File: config.mk
export PLATFORM = sky130hd
export DESIGN_NAME = motor_drive_sequencer_flat
export DESIGN_NICKNAME = d
export VERILOG_FILES = /design/src/rtl/motor_drive_sequencer_if.sv /design/src/rtl/motor_drive_sequencer.sv /design/src/flat_wrapper.sv
export SDC_FILE = /design/constraint.sdc
export NUM_CORES = 1
export LEC_CHECK = 0
export BUFFER_PORTS_ARGS = -buffer_cell sky130_fd_sc_hd__buf_4
export CELL_PAD_IN_SITES_DETAIL_PLACEMENT = 1
export CELL_PAD_IN_SITES_GLOBAL_PLACEMENT = 2
export CORE_UTILIZATION = 32
export DETAILED_ROUTE_END_ITERATION = 6
export GPL_TIMING_DRIVEN = 0
export PLACE_DENSITY_LB_ADDON = 0.05
export SYNTH_ARGS = -nofsm -noshare
export SYNTH_HDL_FRONTEND = slang
export SYNTH_SLANG_ARGS = --single-unit
File: constraint.sdc
create_clock -name i_clk -period 4.1 [get_ports i_clk]
set_clock_uncertainty 0.15 [all_clocks]
set_input_delay 0.615 -clock i_clk [delete_from_list [all_inputs] [get_ports i_clk]]
set_output_delay 0.615 -clock i_clk [all_outputs]
set_load 0.02 [all_outputs]
File: src/rtl/motor_drive_sequencer_if.sv
// Command, speed-feedback and status bundle between the drive sequencer and its user.
// The user side (testbench or supervisor) takes master, the sequencer takes slave.
interface motor_drive_sequencer_if #(
    parameter int K_PWMRES   = 10,
    parameter int K_SPDWIDTH = 15
);
    logic                  i_enable;
    logic [K_PWMRES-1:0]   i_target_duty;
    logic                  i_target_reverse;
    logic [K_PWMRES-1:0]   i_ramp_step;
    logic [K_SPDWIDTH-1:0] i_speed;
    logic                  i_speed_valid;
    logic [K_SPDWIDTH-1:0] i_stop_thr;
    logic [3:0]            i_stall_windows;
    logic                  i_fault_clear;
    logic [K_PWMRES-1:0]   o_pwm_command;
    logic                  o_reverse;
    logic                  o_brake;
    logic [2:0]            o_state;
    logic                  o_fault;

    modport master (
        output i_enable, i_target_duty, i_target_reverse, i_ramp_step,
               i_speed, i_speed_valid, i_stop_thr, i_stall_windows, i_fault_clear,
        input  o_pwm_command, o_reverse, o_brake, o_state, o_fault
    );

    modport slave (
        input  i_enable, i_target_duty, i_target_reverse, i_ramp_step,
               i_speed, i_speed_valid, i_stop_thr, i_stall_windows, i_fault_clear,
        output o_pwm_command, o_reverse, o_brake, o_state, o_fault
    );
endinterface

File: src/rtl/motor_drive_sequencer.sv
// Supervisory duty-ramp / reversal / stall-fault sequencer feeding the motor control top.
// Reversals always pass through decelerate and brake-until-stopped before re-accelerating.
module motor_drive_sequencer #(
    parameter int K_PWMRES   = 10,
    parameter int K_SPDWIDTH = 15,
    parameter int K_RAMP_DIV = 16
) (
    input  logic                    i_clk,
    input  logic                    i_rst,
    motor_drive_sequencer_if.slave  bus
);
    localparam int PW = $clog2(K_RAMP_DIV);
    localparam logic [PW-1:0]       PRESC_LAST = PW'(K_RAMP_DIV - 1);
    localparam logic [PW-1:0]       PRESC_ONE  = PW'(1);
    localparam logic [K_PWMRES-1:0] CMD_ONE    = K_PWMRES'(1);

    typedef enum logic [2:0] {
        ST_IDLE  = 3'd0,
        ST_RAMP  = 3'd1,
        ST_RUN   = 3'd2,
        ST_DECEL = 3'd3,
        ST_BRAKE = 3'd4,
        ST_FAULT = 3'd5
    } state_t;

    state_t              state_q, state_d;
    logic [K_PWMRES-1:0] cmd_q, cmd_d;
    logic                rev_q, rev_d;
    logic                brake_q, brake_d;
    logic                fault_q, fault_d;
    logic [PW-1:0]       presc_q, presc_d;
    logic [3:0]          stall_q, stall_d;

    logic                tick;
    logic [K_PWMRES-1:0] step_eff;
    logic [K_PWMRES-1:0] next_ramp;
    logic [K_PWMRES-1:0] next_decel;
    logic                want_drive;
    logic                leave_drive;
    logic                stall_active;
    logic                zero_sample;
    logic [3:0]          stall_inc;
    logic                stall_hit;

    // One step toward the target; the extra bit keeps sums from wrapping.
    function automatic logic [K_PWMRES-1:0] ramp_toward(
        input logic [K_PWMRES-1:0] cur,
        input logic [K_PWMRES-1:0] tgt,
        input logic [K_PWMRES-1:0] stp
    );
        logic [K_PWMRES:0] up_sum;
        logic [K_PWMRES:0] dn_lim;
        up_sum = {1'b0, cur} + {1'b0, stp};
        dn_lim = {1'b0, tgt} + {1'b0, stp};
        if (cur <= tgt)
            ramp_toward = (up_sum > {1'b0, tgt}) ? tgt : up_sum[K_PWMRES-1:0];
        else
            ramp_toward = ({1'b0, cur} < dn_lim) ? tgt : cur - stp;
    endfunction

    function automatic logic [K_PWMRES-1:0] decel_toward_zero(
        input logic [K_PWMRES-1:0] cur,
        input logic [K_PWMRES-1:0] stp
    );
        decel_toward_zero = (cur <= stp) ? '0 : cur - stp;
    endfunction

    always_comb begin
        state_d = state_q;
        cmd_d   = cmd_q;
        rev_d   = rev_q;
        presc_d = '0;
        stall_d = stall_q;

        tick         = (presc_q == PRESC_LAST);
        step_eff     = (bus.i_ramp_step == '0) ? CMD_ONE : bus.i_ramp_step;
        next_ramp    = ramp_toward(cmd_q, bus.i_target_duty, step_eff);
        next_decel   = decel_toward_zero(cmd_q, step_eff);
        want_drive   = bus.i_enable && (bus.i_target_duty != '0);
        leave_drive  = !bus.i_enable || (bus.i_target_reverse != rev_q);
        stall_active = ((state_q == ST_RAMP) || (state_q == ST_RUN)) && (cmd_q != '0);
        zero_sample  = bus.i_speed_valid && (bus.i_speed == '0);
        stall_inc    = (stall_q == 4'hF) ? stall_q : stall_q + 4'd1;
        stall_hit    = stall_active && zero_sample && (bus.i_stall_windows != 4'd0) &&
                       (stall_inc == bus.i_stall_windows);

        if (!stall_active)
            stall_d = '0;
        else if (bus.i_speed_valid)
            stall_d = zero_sample ? stall_inc : 4'd0;

        unique case (state_q)
            ST_IDLE: begin
                cmd_d = '0;
                if (want_drive) begin
                    state_d = ST_RAMP;
                    rev_d   = bus.i_target_reverse;
                end
            end
            ST_RAMP: begin
                if (stall_hit) begin
                    state_d = ST_FAULT;
                end else if (leave_drive) begin
                    state_d = ST_DECEL;
                end else begin
                    presc_d = tick ? '0 : presc_q + PRESC_ONE;
                    if (tick) begin
                        cmd_d = next_ramp;
                        if (next_ramp == bus.i_target_duty)
                            state_d = ST_RUN;
                    end
                end
            end
            ST_RUN: begin
                if (stall_hit)
                    state_d = ST_FAULT;
                else if (leave_drive)
                    state_d = ST_DECEL;
                else if (bus.i_target_duty != cmd_q)
                    state_d = ST_RAMP;
            end
            ST_DECEL: begin
                presc_d = tick ? '0 : presc_q + PRESC_ONE;
                if (tick) begin
                    cmd_d = next_decel;
                    if (next_decel == '0)
                        state_d = ST_BRAKE;
                end
            end
            ST_BRAKE: begin
                cmd_d = '0;
                if (bus.i_speed_valid && (bus.i_speed < bus.i_stop_thr)) begin
                    if (want_drive) begin
                        state_d = ST_RAMP;
                        rev_d   = bus.i_target_reverse;
                    end else begin
                        state_d = ST_IDLE;
                    end
                end
            end
            ST_FAULT: begin
                cmd_d = '0;
                if (bus.i_fault_clear && !bus.i_enable)
                    state_d = ST_IDLE;
            end
            default: begin
                state_d = ST_IDLE;
                cmd_d   = '0;
            end
        endcase

        // Counter only lives while the drive is actually pushing torque.
        if ((state_d != ST_RAMP) && (state_d != ST_RUN))
            stall_d = '0;
        if (state_d == ST_FAULT)
            cmd_d = '0;
        brake_d = (state_d == ST_BRAKE) || (state_d == ST_FAULT);
        fault_d = (state_d == ST_FAULT);
    end

    always_ff @(posedge i_clk or posedge i_rst) begin
        if (i_rst) begin
            state_q <= ST_IDLE;
            cmd_q   <= '0;
            rev_q   <= 1'b0;
            brake_q <= 1'b0;
            fault_q <= 1'b0;
            presc_q <= '0;
            stall_q <= '0;
        end else begin
            state_q <= state_d;
            cmd_q   <= cmd_d;
            rev_q   <= rev_d;
            brake_q <= brake_d;
            fault_q <= fault_d;
            presc_q <= presc_d;
            stall_q <= stall_d;
        end
    end

    assign bus.o_pwm_command = cmd_q;
    assign bus.o_reverse     = rev_q;
    assign bus.o_brake       = brake_q;
    assign bus.o_state       = state_q;
    assign bus.o_fault       = fault_q;
endmodule

File: src/flat_wrapper.sv
// flat-port wrapper written by rule: the top's interface ports become plain ports
module motor_drive_sequencer_flat 
#(
    parameter int K_PWMRES   = 10,
    parameter int K_SPDWIDTH = 15,
    parameter int K_RAMP_DIV = 16
)
  (i_clk, i_rst, bus_i_enable, bus_i_target_duty, bus_i_target_reverse, bus_i_ramp_step, bus_i_speed, bus_i_speed_valid, bus_i_stop_thr, bus_i_stall_windows, bus_i_fault_clear, bus_o_pwm_command, bus_o_reverse, bus_o_brake, bus_o_state, bus_o_fault);
  motor_drive_sequencer_if #(.K_PWMRES(K_PWMRES), .K_SPDWIDTH(K_SPDWIDTH)) bus_i ();
  input  logic i_clk;
  input  logic i_rst;
  input wire logic [$bits(bus_i.i_enable)-1:0] bus_i_enable;
  input wire logic [$bits(bus_i.i_target_duty)-1:0] bus_i_target_duty;
  input wire logic [$bits(bus_i.i_target_reverse)-1:0] bus_i_target_reverse;
  input wire logic [$bits(bus_i.i_ramp_step)-1:0] bus_i_ramp_step;
  input wire logic [$bits(bus_i.i_speed)-1:0] bus_i_speed;
  input wire logic [$bits(bus_i.i_speed_valid)-1:0] bus_i_speed_valid;
  input wire logic [$bits(bus_i.i_stop_thr)-1:0] bus_i_stop_thr;
  input wire logic [$bits(bus_i.i_stall_windows)-1:0] bus_i_stall_windows;
  input wire logic [$bits(bus_i.i_fault_clear)-1:0] bus_i_fault_clear;
  output wire logic [$bits(bus_i.o_pwm_command)-1:0] bus_o_pwm_command;
  output wire logic [$bits(bus_i.o_reverse)-1:0] bus_o_reverse;
  output wire logic [$bits(bus_i.o_brake)-1:0] bus_o_brake;
  output wire logic [$bits(bus_i.o_state)-1:0] bus_o_state;
  output wire logic [$bits(bus_i.o_fault)-1:0] bus_o_fault;
  assign bus_i.i_enable = bus_i_enable;
  assign bus_i.i_target_duty = bus_i_target_duty;
  assign bus_i.i_target_reverse = bus_i_target_reverse;
  assign bus_i.i_ramp_step = bus_i_ramp_step;
  assign bus_i.i_speed = bus_i_speed;
  assign bus_i.i_speed_valid = bus_i_speed_valid;
  assign bus_i.i_stop_thr = bus_i_stop_thr;
  assign bus_i.i_stall_windows = bus_i_stall_windows;
  assign bus_i.i_fault_clear = bus_i_fault_clear;
  assign bus_o_pwm_command = bus_i.o_pwm_command;
  assign bus_o_reverse = bus_i.o_reverse;
  assign bus_o_brake = bus_i.o_brake;
  assign bus_o_state = bus_i.o_state;
  assign bus_o_fault = bus_i.o_fault;
  motor_drive_sequencer #(.K_PWMRES(K_PWMRES), .K_SPDWIDTH(K_SPDWIDTH), .K_RAMP_DIV(K_RAMP_DIV)) u_core (.i_clk(i_clk), .i_rst(i_rst), .bus(bus_i));
endmodule
==> impl_metrics.yaml, run 1 <==
power:
  power.share.clock: 0.046
  cell_internal_pwr_mw: 2.27
  power_density_nw_per_um2: 771
  total_power_mw: 4.72
  p_leak_nw: 2.90
  combPwrFrac: 0.846
  p_sw_mw: 2.45
  sw_frac_of_total: 0.519
  p_seq_frac: 0.108
  vdd_drop_max_mv: 0.238
worst_setup_path:
  critPathCaptureType: "register"
  path_cells: "buf_8 > nor4_4 > a41o_1 > ha_2 > fa_2 > nand2b_4 > a221oi_4 > nor2_2 > o21a_1 > xnor2_2 > inv_2 > ha_4 > nand4_1 > o32a_1 > a2111o_1 > nor2_4 > buf_4 > buf_6 > nor3_1 > a211o_1 > o211a_1 > nor3_2"
  criticalPathCategory: "input port to register"
  cp_num_buf_inv: 4
  worstPathRequired_ns: 4.14
  slowest_stage: "a2111o_1"
  arrival_ns: 5.06
  cp_top_family: "compound AO/OA/AOI/OAI gates"
  worst-path-max-fanout: 6
  cp-start-kind: "input port"
  slowest_delay_ns: 0.42
hold_path:
  min_path_type: "register to register"
synthesis:
  synthesis.area_um2: 4820
  synthTopCellsByArea: "ha_1 20%, dfrtp_1 12%, inv_1 4.5%, a21oi_1 4.2%, xnor2_1 3.8%"
  synth_edf_count: 0
  syn_nets: 727
  synth_seq_cells: 24
  syn_area_per_cell_um2: 8.19
  synthCells: 588
  netlist_top_cells_count: "76 x ha_1, 58 x inv_1, 47 x nor2_1"
  yosysWarnings: 0
  synth.yosys.seq_area_share: 0.125
  synthFlopType: "dfrtp_1"
  ys_async_sr_fraction: 1.00
  synth_top_area_frac: 0.197
  synth.distinct_cells: 89
  yosys.cell_count.top_type: "ha_1"
  yosys.area.top_type: "ha_1"
global_routing:
  grt_max_degree: 25
  antenna_found_initial: 0
  grt_pass1_vias: 5222
  grt.total_usage: 0.224
  overflow: 0
  grt_pass1_wl_um: 27700
floorplanning:
  dieWidth_um: 125
  fp.dieArea_um2: 15500
  boundaryPins: 76
  start_util: 0.330
  core.rowCount: 44
  die_h_um: 125
  coreArea_um2: 14600
sta:
  setup_viol: 16
  tightest_slew_ns: 1.43
  slew_headroom: 0.0362
  max_freq_ghz: 0.199
  fin_crit_sh: 1.22
  maxSlewViolCount: 0
  fin_crit_ns: 5.02
  finalWorstSetupSlack_ns: -0.917
  rsz0062_at_grt: "yes"
  finalHoldViolations: 0
layout:
  antenna_cells: 0
  area_growth_syn_to_layout_pct: 27.2
  final_core_util: 0.420
  nets: 837
  drive_above_1_share: 0.264
clock_network:
  cts_htree_levels: 1
  path_clk_slew_ns: 0.06
  clockRootBuffer: "clkbuf_16"
  cts.sinks: 24
  clockBufferDepth: 2
  cts_made_buffers: 3
  clk_latency_ns: 0.26
  cts_tree: "built"
drt:
  drtAntennaViolNets: 0
  post_drt_wl_per_cell_um: 19.7
  vias: 4915
  via_per_inst: 5.59
  drc: 0
  drtPass1Iterations: 4
  wirelength_um: 17300
  drt_iter0_markers: 126
outcome:
  outcome: "complete, but fails checks"
  violations: "setup timing"
placement:
  pre_cts_slack_ns: -1.84
  hpwl_um: 14300
  io_buffers: 75
  place_congestion: 0.854
run:
  maxCapViolCount: 0
## area by class of cell
type                       instances  area [um2]
sequential                        24         601
multi-input combinational        481        4050
timing repair buffer             106         822
inverter                          58         218
tap                              184         230
fill                            1734        8460
buffer                            24         133
clock buffer                       3        75.1
## what timing repair did
item / CTS / global route
pin swaps: 23 / 31
buffers inserted: 22 / 9
setup endpoints to repair: 16 / 17
resized for setup: 26 / 22
cloned: 0 / 0
hold buffers: 0 / 0
## layout by cell type, fill, tap and decap left out, drive strengths merged, types with 8 or more instances in the layout
| cell type | count |
|---|---|
| xnor2 | 22 |
| o21ai | 28 |
| a211oi | 9 |
| nor3 | 16 |
| a21oi | 41 |
| a21o | 13 |
| ha | 76 |
| xor2 | 14 |
| nand3 | 17 |
| dfrtp | 24 |
| inv | 58 |
| nor2 | 48 |
| o211a | 8 |
| nor4 | 11 |
| nand4 | 10 |
| buf | 118 |
| o21bai | 8 |
| nand2 | 23 |
| clkbuf | 15 |
## stage by stage
stage | hold slack [ns] | TNS (ns) | area [um2] | cells
6_report | 0.353 | -13.28 | 6130 | 880
3_3_place_gp | 0.335 | -25.26 | 5640 | 847
4_1_cts | 0.356 | -12.05 | 5990 | 872
2_1_floorplan | 0.311 | -6.87 | 4850 | 588
5_1_grt | 0.404 | -16.05 | 6130 | 880
3_5_place_dp | 0.348 | -26.11 | 5640 | 847
## power by group through the flow
| stage | clock, mW | combinational (mW) | sequential [mW] |
|---|---|---|---|
| global route | 0.230 | 4.35 | 0.536 |
| floorplan | 0 | 2.34 | 0.512 |
| finish | 0.216 | 4.00 | 0.511 |
| CTS | 0.221 | 3.76 | 0.516 |
| detailed placement | 0 | 3.32 | 0.521 |
| global placement | 0 | 3.24 | 0.517 |
## worst paths after layout
path	start	to	slack, ns	cells past startpoint
min reg2reg	u_core.presc_q[0]	u_core.presc_q[0]	0.35	1
max reg2reg	u_core.bus.o_pwm_command[3]	u_core.bus.o_pwm_command[3]	-0.68	19
min in group asynchronous	i_rst	u_core.bus.o_reverse	0.42	2
max	bus_i_ramp_step[7]	u_core.bus.o_pwm_command[3]	-0.92	22
max in group asynchronous	i_rst	u_core.presc_q[2]	2.79	2
min	u_core.presc_q[0]	u_core.presc_q[0]	0.35	1
## metal layers
layer  GRT usage  up-vias  share of wire
li1            -     2392              -
met1       0.260     2400           0.42
met2       0.424       95           0.53
met3      0.0176       28          0.032
met4      0.0773        0          0.027
met5           0        -              0
## registers in the layout (all words and copies together) (netlist names)
name,cells
u_core.stall_q,4
u_core.bus.o_brake,1
u_core.bus.o_fault,1
u_core.bus.o_state,3
u_core.presc_q,4
u_core.bus.o_reverse,1
u_core.bus.o_pwm_command,10
## cells by family (layout without fill, tap and decap cells)
family	Yosys count	count (layout)	share of synthesized area
adders and majority gates	79	79	0.210
AOI/OAI and AO/OA	180	180	0.289
and+or+nand+nor	179	179	0.211
DFF	24	24	0.125
buffers and inverters	83	191	0.0735
xor gates and xnor gates	40	40	0.0857
muxes	3	3	0.00649
(Power assumes the default switching activity.)
==> run 2, diff against run 1 <==
- CELL_PAD_IN_SITES_DETAIL_PLACEMENT: 1 -> default
- CELL_PAD_IN_SITES_GLOBAL_PLACEMENT: 2 -> default
- CORE_UTILIZATION: 32 -> 45
==> impl_metrics.yaml, run 2 (synthesized netlist as in run 1, its figures left out) <==
floorplanning:
  die_h_um: 105
  dieWidth_um: 105
  coreArea_um2: 10400
  fp.dieArea_um2: 11100
  start_util: 0.465
  boundaryPins: 76
  core.rowCount: 37
worst_setup_path:
  path_cells: "buf_8 > nor4_4 > a41o_1 > ha_4 > fa_2 > nand2b_4 > a221oi_4 > nor2_2 > o21a_1 > xnor2_2 > inv_2 > ha_4 > nand4_1 > o32a_1 > a2111o_1 > nor2_4 > a221oi_2 > o221ai_2 > o211ai_1 > buf_4 > a21oi_2"
  critPathCaptureType: "register"
  arrival_ns: 5.11
  cp-start-kind: "input port"
  reg2reg_depth: 17
  slowest_stage: "a2111o_1"
  r2r_end: "u_core.stall_q[2]"
  worst-path-max-fanout: 6
  crit_top_cell: "ha_4"
  slowest_delay_ns: 0.43
  rrSetupSlack_ns: -0.81
  worstPathRequired_ns: 4.16
  criticalPathCategory: "input port to register"
  regToRegStartpoint: "u_core.bus.o_pwm_command[1]"
clock_network:
  clk_latency_ns: 0.27
  cts.sinks: 24
  cts_htree_levels: 1
  path_clk_slew_ns: 0.08
  ctsHoldBuffers: 0
  clockBufferDepth: 2
  clockRootBuffer: "clkbuf_8"
  cts_tree: "built"
  cts_made_buffers: 3
global_routing:
  overflow: 0
  grt_pass1_wl_um: 23700
  grt.total_usage: 0.267
  grt_pass1_vias: 4899
  antenna_found_initial: 0
  grt_max_degree: 25
power:
  vdd_drop_max_mv: 0.394
  power_density_nw_per_um2: 729
  total_power_mw: 4.33
  p_leak_nw: 2.85
sta:
  fin_crit_sh: 1.23
  fin_crit_ns: 5.05
  rsz0062_at_grt: "yes"
  tightest_slew_ns: 1.40
  max_freq_ghz: 0.198
  finalHoldViolations: 0
  slew_headroom: 0.0599
  setup_tns_ns: -13.43
  maxSlewViolCount: 0
  setup_viol: 16
  finalWorstSetupSlack_ns: -0.950
placement:
  hpwl_um: 11900
  pre_cts_slack_ns: -1.60
  place_area_um2: 5580
  place_congestion: 0.946
  io_buffers: 75
hold_path:
  min_from: "u_core.presc_q[0]"
  hold_path_end: "u_core.presc_q[0]"
  min_path_type: "register to register"
  hold_path_depth: 1
layout:
  final_core_util: 0.573
  layout_common_cells: "99 x buf_4, 74 x ha_1, 57 x inv_1, 46 x nor2_1, 36 x a21oi_1"
  drive_above_1_share: 0.249
  nets: 831
  area_growth_syn_to_layout_pct: 23.3
  post-route-cell-area_um2: 5940
  final_common_cell: "buf_4"
  largest_reg_flops: 10
  antenna_cells: 0
drt:
  post_drt_wl_per_cell_um: 17.7
  drtAntennaViolNets: 0
  vias: 4923
  via_per_inst: 5.95
  drc: 0
  drtPass1Iterations: 7
  wirelength_um: 14700
  drt_iter0_markers: 265
outcome:
  violations: "setup timing"
  outcome: "complete, but fails checks"
run:
  maxCapViolCount: 0
## run 2: routing by layer
metal | track usage | wire (um)
met5 | 0 | 0
met3 | 0.0179 | 740
met1 | 0.316 | 6140
met2 | 0.481 | 7050
met4 | 0.143 | 727
## run 2: worst max path at each step
stage / to / cells after the start / start
after CTS: u_core.stall_q[1] / 20 / bus_i_ramp_step[8]
after detailed placement: u_core.stall_q[1] / 20 / bus_i_ramp_step[7]
after global routing: u_core.stall_q[2] / 21 / bus_i_ramp_step[8]
final: u_core.stall_q[2] / 21 / bus_i_ramp_step[8]
after global placement: u_core.stall_q[3] / 20 / bus_i_ramp_step[7]
after floorplan: u_core.stall_q[0] / 19 / bus_i_ramp_step[7]
## run 2: layout make-up
| cell class | count | area [um2] |
|---|---|---|
| fill | 999 | 4430 |
| buffer | 24 | 133 |
| inverter | 58 | 218 |
| tap | 136 | 170 |
| timing repair buffer | 100 | 766 |
| multi-input combinational | 481 | 4000 |
| clock buffer | 4 | 55.1 |
| sequential | 24 | 601 |
## run 2: through the flow
stage | hold slack (ns) | instances
2_1_floorplan | 0.311 | 588
3_3_place_gp | 0.333 | 799
3_5_place_dp | 0.341 | 799
4_1_cts | 0.352 | 823
5_1_grt | 0.370 | 827
6_report | 0.349 | 827
## run 2: worst max-delay path: cells and delay by family
family / cells / cell delay (ns)
buffers and inverters: 3 / 0.36
AOI/OAI and AO/OA: 9 / 2.40
and+or+nand+nor: 5 / 0.78
adders and majority gates: 3 / 0.71
xor gates and xnor gates: 1 / 0.24
## run 2: repair_timing
item | in CTS | in global routing
gates cloned | 0 | 0
endpoints found under the hold margin | 0 | 0
setup endpoints to repair | 16 | 16
pin swaps | 24 | 19
setup buffers | 21 | 5
resized for setup | 21 | 15
## run 2: where the power goes
group / leakage, nW / internal, mW / total (mW) / switching (mW)
clock network: 0.0288 / 0.0859 / 0.160 / 0.0745
logic: 2.52 / 1.64 / 3.66 / 2.02
registers: 0.301 / 0.314 / 0.506 / 0.192
total: 2.85 / 2.04 / 4.33 / 2.29
==> run 3, diff against run 2 <==
- ABC_AREA: default -> 1
==> impl_metrics.yaml, run 3 <==
global_routing:
  overflow: 0
  grt_pass1_vias: 5195
  antenna_found_initial: 0
  grt.total_usage: 0.300
  grt_max_degree: 25
  grt_pass1_wl_um: 26900
power:
  combPwrFrac: 0.821
  p_seq_frac: 0.119
  power_density_nw_per_um2: 530
  p_leak_nw: 3.48
  vdd_drop_max_mv: 0.387
  total_power_mw: 3.55
  power.share.clock: 0.060
  sw_frac_of_total: 0.556
  cell_internal_pwr_mw: 1.57
  p_sw_mw: 1.97
sta:
  maxSlewViolCount: 0
  fin_crit_sh: 1.08
  setup_tns_ns: -4.32
  max_freq_ghz: 0.226
  slew_headroom: 0.370
  fin_crit_ns: 4.42
  rsz0062_at_grt: "yes"
  finalWorstSetupSlack_ns: -0.322
  finalHoldViolations: 0
  tightest_slew_ns: 0.944
  setup_viol: 16
synthesis:
  synth_edf_count: 0
  synthesis.area_um2: 5030
  syn_nets: 915
  yosys.cell_count.top_type: "nand2_1"
  synthCells: 776
  synthFlopType: "dfrtp_1"
  netlist_top_cells_count: "166 x nand2_1, 117 x inv_1, 81 x nand3_1"
  yosysWarnings: 0
  yosys.area.top_type: "ha_1"
  synth.yosys.seq_area_share: 0.119
  synth.distinct_cells: 52
  synth_seq_cells: 24
  syn_area_per_cell_um2: 6.48
  synth_top_area_frac: 0.189
  synthTopCellsByArea: "ha_1 19%, nand2_1 12%, dfrtp_1 12%, inv_1 8.7%, nand3_1 8.1%"
  ys_async_sr_fraction: 1.00
placement:
  hpwl_um: 13700
  place_congestion: 0.907
  place_area_um2: 5840
  pre_cts_slack_ns: -0.786
  io_buffers: 75
clock_network:
  clockBufferDepth: 2
  cts_made_buffers: 3
  cts_htree_levels: 1
  clockRootBuffer: "clkbuf_8"
  cts.sinks: 24
  path_clk_slew_ns: 0.10
  cts_tree: "built"
  clk_latency_ns: 0.28
layout:
  area_growth_syn_to_layout_pct: 33.0
  largest_reg_flops: 10
  antenna_cells: 0
  post-route-cell-area_um2: 6690
  layout_common_cells: "137 x nand2_1, 115 x inv_1, 98 x buf_4, 70 x ha_1, 56 x nand3_1"
  drive_above_1_share: 0.324
  nets: 1028
  n_fill_cell: 1045
  final_common_cell: "nand2_1"
  final_core_util: 0.615
floorplanning:
  die_h_um: 108
  coreArea_um2: 10900
  fp.dieArea_um2: 11600
  boundaryPins: 76
  core.rowCount: 38
  dieWidth_um: 108
  start_util: 0.462
drt:
  post_drt_wl_per_cell_um: 17.0
  wirelength_um: 17500
  drtAntennaViolNets: 0
  drt_iter0_markers: 447
  drc: 0
  vias: 5593
  via_per_inst: 5.44
  drtPass1Iterations: 5
outcome:
  violations: "setup timing"
  outcome: "complete, but fails checks"
worst_setup_path:
  slowest_stage: "fa_2"
  slowest_delay_ns: 0.42
  critPathCaptureType: "register"
  worst-path-max-fanout: 5
  criticalPathCategory: "input port to register"
  worstPathRequired_ns: 4.16
  cp-start-kind: "input port"
  arrival_ns: 4.48
hold_path:
  min_path_type: "register to register"
run:
  maxCapViolCount: 0
==> run 3: metal layers <==
layer,track usage,routed length [um],up-vias
met5,0,0,-
met4,0.0577,287,0
met3,0.0266,906,24
met2,0.496,8210,166
met1,0.424,8120,2607
li1,-,-,2796
==> run 3: power by group through the flow <==
stage / Combinational [mW] / Clock [mW] / Sequential (mW)
after floorplan: 1.62 / 0 / 0.416
after global placement: 2.22 / 0 / 0.430
after detailed placement: 2.26 / 0 / 0.428
after CTS: 2.60 / 0.216 / 0.425
after global routing: 3.18 / 0.228 / 0.426
final: 2.91 / 0.214 / 0.421
==> run 3: path summary, 6_finish.rpt <==
kind	depth (start not counted)	start	end	slack, ns
min reg2reg	1	u_core.presc_q[0]	u_core.presc_q[0]	0.32
max	32	bus_i_ramp_step[1]	u_core.bus.o_pwm_command[4]	-0.32
max in group asynchronous	2	i_rst	u_core.bus.o_pwm_command[1]	2.76
min	1	u_core.presc_q[0]	u_core.presc_q[0]	0.32
max reg2reg	28	u_core.bus.o_pwm_command[7]	u_core.bus.o_pwm_command[4]	-0.26
min in group asynchronous	2	i_rst	u_core.bus.o_brake	0.39
==> run 3: cells by family (layout without fill, tap and decap cells) <==
logic type,count (synthesis),in the layout,synth area share
flip-flops,24,24,0.119
AO/OA/AOI/OAI,105,105,0.125
adder cells (fa/ha/maj),79,79,0.201
buffers and inverters,152,264,0.130
AND/OR/NAND/NOR,392,392,0.383
XOR/XNOR,24,24,0.0418
==> run 3: what timing repair did <==
item                                   4_1_cts  5_1_grt
buffers inserted                            18       11
pin swaps                                   47       45
hold buffers                                 0        0
gates resized for setup                     74       57
endpoints found under the hold margin        0        0
setup endpoints to repair                   17       17
gates cloned                                 4        1
==> run 3: worst max-delay path: cells and delay by family <==
family	cells	cell delay, ns
fa+ha+maj	3	0.90
compound gates	2	0.33
simple gates	21	1.98
buf+inv	6	0.64
==> run 3: area by class of cell <==
type                       instances  area [um2]  area share
buffer                            27         198      0.0295
multi-input combinational        600        4290       0.641
inverter                         125         469      0.0701
clock inverter                     1        30.0     0.00449
clock buffer                       3        41.3     0.00617
timing repair buffer             108         880       0.131
sequential                        24         609      0.0911
tap                              140         175      0.0262
==> run 3: metrics by stage <==
step | hold WS, ns | cells
finish | 0.324 | 1028
global route | 0.361 | 1028
CTS | 0.327 | 1017
detailed placement | 0.315 | 991
global placement | 0.313 | 991
floorplan | 0.291 | 776
